--- config.mk ---
export PLATFORM = sky130hd
export DESIGN_NAME = tile_layer_mixer
export DESIGN_NICKNAME = d
export VERILOG_FILES = /design/src/rtl/tile_layer_mixer.sv
export SDC_FILE = /design/constraint.sdc
export NUM_CORES = 1
export LEC_CHECK = 0
export BUFFER_PORTS_ARGS = -buffer_cell sky130_fd_sc_hd__buf_2
export CAP_MARGIN = 20
export CELL_PAD_IN_SITES_DETAIL_PLACEMENT = 1
export CELL_PAD_IN_SITES_GLOBAL_PLACEMENT = 2
export CORE_MARGIN = 1.5
export CORE_UTILIZATION = 37
export DETAILED_ROUTE_END_ITERATION = 6
export PLACE_DENSITY = 0.91
export RECOVER_POWER = 100
export SYNTH_ARGS = -nofsm -noshare
export SYNTH_HDL_FRONTEND = slang
export SYNTH_SLANG_ARGS = --single-unit
--- constraint.sdc ---
create_clock -name sys_clk -period 9.7 [get_ports sys_clk]
set_clock_uncertainty 0.1 [all_clocks]
set_input_delay 0.97 -clock sys_clk [delete_from_list [all_inputs] [get_ports sys_clk]]
set_output_delay 0.97 -clock sys_clk [all_outputs]
set_load 0.005 [all_outputs]
--- src/rtl/tile_layer_mixer.sv ---
// Multi-layer tile front end: shadowed per-layer V/H scroll registers written over CPU I/O, latched at line start, plus a 2-stage per-pixel priority mixer.
// Optional build macro MIXER_SOLO_EN adds a CTRL-selected solo layer; undefined, CTRL[15:12] are not stored.
module tile_layer_mixer #(
    parameter int          NUM_LAYERS = 2,
    parameter int          PIX_W      = 4,
    parameter int          PAL_W      = 4,
    parameter int          SCROLL_W   = 10,
    parameter logic [1:0]  IO_BASE    = 2'b10,
    localparam int         LW         = $clog2(NUM_LAYERS + 1)
) (
    input  logic                           sys_clk,
    input  logic                           reset_n,
    input  logic                           DCLK,
    input  logic                           IOWR,
    input  logic [7:1]                     A,
    input  logic [15:0]                    DIN,
    input  logic [1:0]                     BYTE_SEL,
    input  logic                           NL,
    input  logic [NUM_LAYERS*PIX_W-1:0]    LPIX,
    input  logic [NUM_LAYERS*PAL_W-1:0]    LPAL,
    input  logic [NUM_LAYERS-1:0]          LPRI,
    output logic [NUM_LAYERS*SCROLL_W-1:0] VSCROLL,
    output logic [NUM_LAYERS*SCROLL_W-1:0] HSCROLL,
    output logic [PIX_W-1:0]               PIX_OUT,
    output logic [PAL_W-1:0]               PAL_OUT,
    output logic [LW-1:0]                  LAYER_OUT,
    output logic                           OPAQUE
);

    logic [SCROLL_W-1:0] shd_v     [NUM_LAYERS];
    logic [SCROLL_W-1:0] shd_h     [NUM_LAYERS];
    logic [SCROLL_W-1:0] act_v     [NUM_LAYERS];
    logic [SCROLL_W-1:0] act_h     [NUM_LAYERS];
    logic [SCROLL_W-1:0] shd_v_nxt [NUM_LAYERS];
    logic [SCROLL_W-1:0] shd_h_nxt [NUM_LAYERS];

    logic [NUM_LAYERS-1:0] ctrl_en;
    logic                  ctrl_blank;
`ifdef MIXER_SOLO_EN
    logic [2:0]            ctrl_solo_sel;
    logic                  ctrl_solo_en;
`endif

    logic       nl_q;
    logic       nl_rise;
    logic       wr_hit;
    logic       ctrl_wr;
    logic [4:0] idx;

    // DIN bits above SCROLL_W (and unused CTRL bits) are intentionally dropped
    logic unused_din;
    assign unused_din = ^DIN;

    assign nl_rise = NL && !nl_q;
    assign idx     = A[5:1];
    assign wr_hit  = IOWR && (A[7:6] == IO_BASE);
    assign ctrl_wr = wr_hit && (idx == 5'h1F);

    function automatic logic [SCROLL_W-1:0] merge_bytes(
        input logic [SCROLL_W-1:0] old_val,
        input logic [15:0]         data,
        input logic [1:0]          lanes
    );
        logic [SCROLL_W-1:0] r;
        r = old_val;
        for (int i = 0; i < SCROLL_W; i++) begin
            if ((i < 8) ? lanes[0] : lanes[1])
                r[i] = data[i];
        end
        return r;
    endfunction

    always_comb begin
        for (int k = 0; k < NUM_LAYERS; k++) begin
            shd_v_nxt[k] = shd_v[k];
            shd_h_nxt[k] = shd_h[k];
            if (wr_hit && ({1'b0, idx} == 6'(2 * k)))
                shd_v_nxt[k] = merge_bytes(shd_v[k], DIN, BYTE_SEL);
            if (wr_hit && ({1'b0, idx} == 6'(2 * k + 1)))
                shd_h_nxt[k] = merge_bytes(shd_h[k], DIN, BYTE_SEL);
        end
    end

    // Line latch copies the post-write shadow value so a same-cycle write bypasses into active
    always_ff @(posedge sys_clk) begin
        if (!reset_n) begin
            nl_q       <= 1'b0;
            ctrl_en    <= '1;
            ctrl_blank <= 1'b0;
`ifdef MIXER_SOLO_EN
            ctrl_solo_sel <= 3'd0;
            ctrl_solo_en  <= 1'b0;
`endif
            for (int k = 0; k < NUM_LAYERS; k++) begin
                shd_v[k] <= '0;
                shd_h[k] <= '0;
                act_v[k] <= '0;
                act_h[k] <= '0;
            end
        end else begin
            nl_q <= NL;
            for (int k = 0; k < NUM_LAYERS; k++) begin
                shd_v[k] <= shd_v_nxt[k];
                shd_h[k] <= shd_h_nxt[k];
                if (nl_rise) begin
                    act_v[k] <= shd_v_nxt[k];
                    act_h[k] <= shd_h_nxt[k];
                end
            end
            if (ctrl_wr) begin
                if (BYTE_SEL[0])
                    ctrl_en <= DIN[NUM_LAYERS-1:0];
                if (BYTE_SEL[1]) begin
                    ctrl_blank <= DIN[8];
`ifdef MIXER_SOLO_EN
                    ctrl_solo_sel <= DIN[14:12];
                    ctrl_solo_en  <= DIN[15];
`endif
                end
            end
        end
    end

    for (genvar g = 0; g < NUM_LAYERS; g++) begin : g_scroll_out
        assign VSCROLL[g*SCROLL_W +: SCROLL_W] = act_v[g];
        assign HSCROLL[g*SCROLL_W +: SCROLL_W] = act_h[g];
    end

    logic [NUM_LAYERS*PIX_W-1:0] s1_pix;
    logic [NUM_LAYERS*PAL_W-1:0] s1_pal;
    logic [NUM_LAYERS-1:0]       s1_pri;

    logic              any_found;
    logic              pri_found;
    logic [LW-1:0]     any_idx;
    logic [LW-1:0]     pri_idx;
    logic [LW-1:0]     win_idx;
    logic              cand;
    logic [PIX_W-1:0]  pix_k;
    logic [PIX_W-1:0]  nxt_pix;
    logic [PAL_W-1:0]  nxt_pal;
    logic [LW-1:0]     nxt_layer;
    logic              nxt_opaque;

    always_comb begin
        any_found  = 1'b0;
        pri_found  = 1'b0;
        any_idx    = '0;
        pri_idx    = '0;
        cand       = 1'b0;
        pix_k      = '0;
        nxt_pix    = '0;
        nxt_pal    = '0;
        nxt_layer  = LW'(NUM_LAYERS);
        nxt_opaque = 1'b0;
        // Ascending scan: the last hit is the highest-numbered candidate
        for (int k = 0; k < NUM_LAYERS; k++) begin
            pix_k = s1_pix[k*PIX_W +: PIX_W];
            cand  = ctrl_en[k] && (pix_k != '0);
`ifdef MIXER_SOLO_EN
            if (ctrl_solo_en && (ctrl_solo_sel != 3'(k)))
                cand = 1'b0;
`endif
            if (cand) begin
                any_found = 1'b1;
                any_idx   = LW'(k);
                if (s1_pri[k]) begin
                    pri_found = 1'b1;
                    pri_idx   = LW'(k);
                end
            end
        end
        win_idx = pri_found ? pri_idx : any_idx;
        if (any_found && !ctrl_blank) begin
            nxt_layer  = win_idx;
            nxt_opaque = 1'b1;
            for (int k = 0; k < NUM_LAYERS; k++) begin
                if (win_idx == LW'(k)) begin
                    nxt_pix = s1_pix[k*PIX_W +: PIX_W];
                    nxt_pal = s1_pal[k*PAL_W +: PAL_W];
                end
            end
        end
    end

    always_ff @(posedge sys_clk) begin
        if (!reset_n) begin
            s1_pix    <= '0;
            s1_pal    <= '0;
            s1_pri    <= '0;
            PIX_OUT   <= '0;
            PAL_OUT   <= '0;
            LAYER_OUT <= '0;
            OPAQUE    <= 1'b0;
        end else if (DCLK) begin
            s1_pix    <= LPIX;
            s1_pal    <= LPAL;
            s1_pri    <= LPRI;
            PIX_OUT   <= nxt_pix;
            PAL_OUT   <= nxt_pal;
            LAYER_OUT <= nxt_layer;
            OPAQUE    <= nxt_opaque;
        end
    end

endmodule
==> impl_metrics.ini <==
[sta]
fmax_mhz = 230
finalSetupViolCount = 0
tightest_slew_ns = 2.27
fin_crit_sh = 0.448
grt_setup_unrepaired = no
fin_ws_ns = 5.35
whs_ns = 0.363
finalHoldViolations = 0
setup_tns_ns = 0
slew_headroom = -0.511
period_minus_slack_ns = 4.35
slew_violations = 158

[setup_path]
reg2reg_from = nl_q
crit_end = act_h[0][11]
startpoint_type = primary input
cp-startpoint = reset_n
cp_max_fo = 44
worstPathRequired_ns = 9.41
r2r-end = act_h[0][11]
worst_ep_arrival_time_ns = 4.06
r2r_cells = 2
reg2reg_slack_ns = 7.06
crit_type = primary input to flop
end_kind = flop

[layout]
areaGrowthSynthToFinish_pct = 26.2
drive_above_1_share = 0.220
fill_cells = 1259
mostFrequentLayoutCells = dfxtp_1, nor2b_1, buf_2, mux2i_1, nor2_1
nNetsFinal = 512
antenna_cells = 0
fin_util = 0.479
mostFrequentLayoutCell = dfxtp_1

[yosys]
avgSynthCellArea_um2 = 11.8
syn-cell-area_um2 = 4350
syn-num-nets = 417
synth-seq-cells = 113
synth_cell_type_count = 31
ys_seq_area_frac = 0.611
ys_warn_count = 0
synth_cells = 369

[clock_tree]
cts_hold_buf = 0
htree_levels = 4
ctsRootBufferMaster = clkbuf_16
cts.sinks = 113
clk-insertion-delay-late_ns = 0.40
cts_tree = done
cts_buffer_depth = 2
numCtsBuffers = 17
postCtsSetupBuffers = 0
path_clk_slew_ns = 0.06
cts_resized = 0

[global_route]
grt_use_met2 = 0.305
antenna_found_initial = 0
grt_util_met3 = 0.0408
overflow = 0
grtUsageMet1 = 0.215
top_usage_layer = met2
grt_start_max_net_pins = 76
grt_pass1_vias = 3326
grt_pass1_wl_mm = 17.2
grt_usage = 0.177

[floorplanning]
die_x_um = 111
core-area_um2 = 11500
start_util = 0.380
rows = 39
io_pins = 99
die-height_um = 111
dieArea_um2 = 12400

[route]
drc = 0
wl_mm = 10.4
vias = 3087
drtIter0Drc = 69
first_pass_iters = 4
routedWlPerCell_um = 16.8
antenna_left = 0
viasPerCell = 4.98

[run]
cap_violations = 4

[run_status]
status = finished with violations
violations = max-capacitance violations, max-slew violations

[min_path]
hold_class = flop to flop

[power]
vdd_drop_max_mv = 0.108
p_leak_nw = 2.37
p_per_area_nw_per_um2 = 219

[placed_design]
dp_slack_ns = 6.78
port_buffers = 92
hpwlAfterDp_mm = 6.65
place_congestion = 0.766
## cell families (layout without fill, tap and decap cells)
| kind of cell | count (synthesis) | in the layout | synth area share |
|---|---|---|---|
| compound gates | 32 | 32 | 0.0454 |
| buf+inv | 21 | 129 | 0.0216 |
| flops | 113 | 113 | 0.611 |
| mux | 61 | 61 | 0.140 |
| simple gates | 142 | 142 | 0.181 |
## cell type report
cell class	instances	area, um2	area share
Timing Repair Buffer	95	440	0.0801
Sequential cell	113	2660	0.485
Clock buffer	17	425	0.0774
Clock inverter	15	171	0.0312
Tap cell	143	179	0.0326
Inverter	2	7.51	0.00137
Multi-Input combinational cell	235	1610	0.293
## critical path, cell delays in order
cell      delay [ns]
clkbuf_1        0.79
clkbuf_1        1.27
o21ai_4         0.08
clkbuf_1        0.90
## worst min-delay path by stage
stage | startpoint | endpoint | slack [ns] | depth (start not counted)
after floorplan | s1_pal[0] | PAL_OUT[0] | 0.33 | 2
after global placement | s1_pal[3] | PAL_OUT[3] | 0.35 | 2
after detailed placement | s1_pal[3] | PAL_OUT[3] | 0.36 | 2
after CTS | s1_pal[1] | PAL_OUT[1] | 0.36 | 2
after global routing | s1_pal[1] | PAL_OUT[1] | 0.38 | 2
final | s1_pal[3] | PAL_OUT[3] | 0.36 | 2
## sequential cells by signal (all words and copies together), names as in the netlist
signal and cells:
OPAQUE 1, nl_q 1, shd_v 20, LAYER_OUT 2
s1_pix 8, shd_h 20, PAL_OUT 4, act_v 20
s1_pal 8, act_h 20, PIX_OUT 4, s1_pri 2
ctrl_blank 1, ctrl_en 2
## layer usage
| layer | vias up | share of wire |
|---|---|---|
| met5 | - | 0 |
| met4 | 0 | 0.012 |
| met3 | 13 | 0.038 |
| met2 | 78 | 0.51 |
| met1 | 1520 | 0.44 |
| li1 | 1476 | - |
## through the flow
step                      power [mW]  area (um2)  instances
final                           1.20        5500        620
after global routing            1.25        5500        620
after CTS                       1.22        5530        619
after detailed placement       0.593        4930        587
after global placement         0.589        4930        587
after floorplan                0.559        4350        369
## synthesized netlist by cell type
library cell / count / area (um2)
nand3b_1: 1 / 7.51
nand2_1: 11 / 41.3
a31oi_1: 8 / 50.1
and3b_1: 1 / 8.76
inv_1: 2 / 7.51
dfxtp_1: 73 / 1460
buf_1: 1 / 3.75
o211a_1: 1 / 10.0
and2_1: 2 / 12.5
o21ai_0: 2 / 10.0
nand4_1: 6 / 37.5
nor2b_1: 71 / 444
a21boi_0: 1 / 7.51
clkbuf_1: 13 / 48.8
buf_4: 1 / 7.51
nand4_2: 3 / 37.5
edfxtp_1: 40 / 1200
mux2i_1: 61 / 611
nor2_1: 42 / 158
o21a_1: 1 / 7.51
and4_1: 1 / 8.76
nand2b_1: 1 / 6.26
buf_2: 3 / 15.0
o41a_1: 2 / 22.5
buf_6: 1 / 11.3
o21ai_1: 8 / 40.0
nor3_4: 1 / 16.3
a21oi_1: 8 / 40.0
a21bo_2: 1 / 10.0
and3_1: 1 / 6.26
nand3_1: 1 / 5.00
## power by group
part / switching, mW / total, mW / internal, mW
logic: 0.0392 / 0.0671 / 0.0279
registers: 0.00716 / 0.514 / 0.506
clock network: 0.236 / 0.621 / 0.385
total: 0.283 / 1.20 / 0.919
Note: power is estimated with default switching activity, not from simulation.
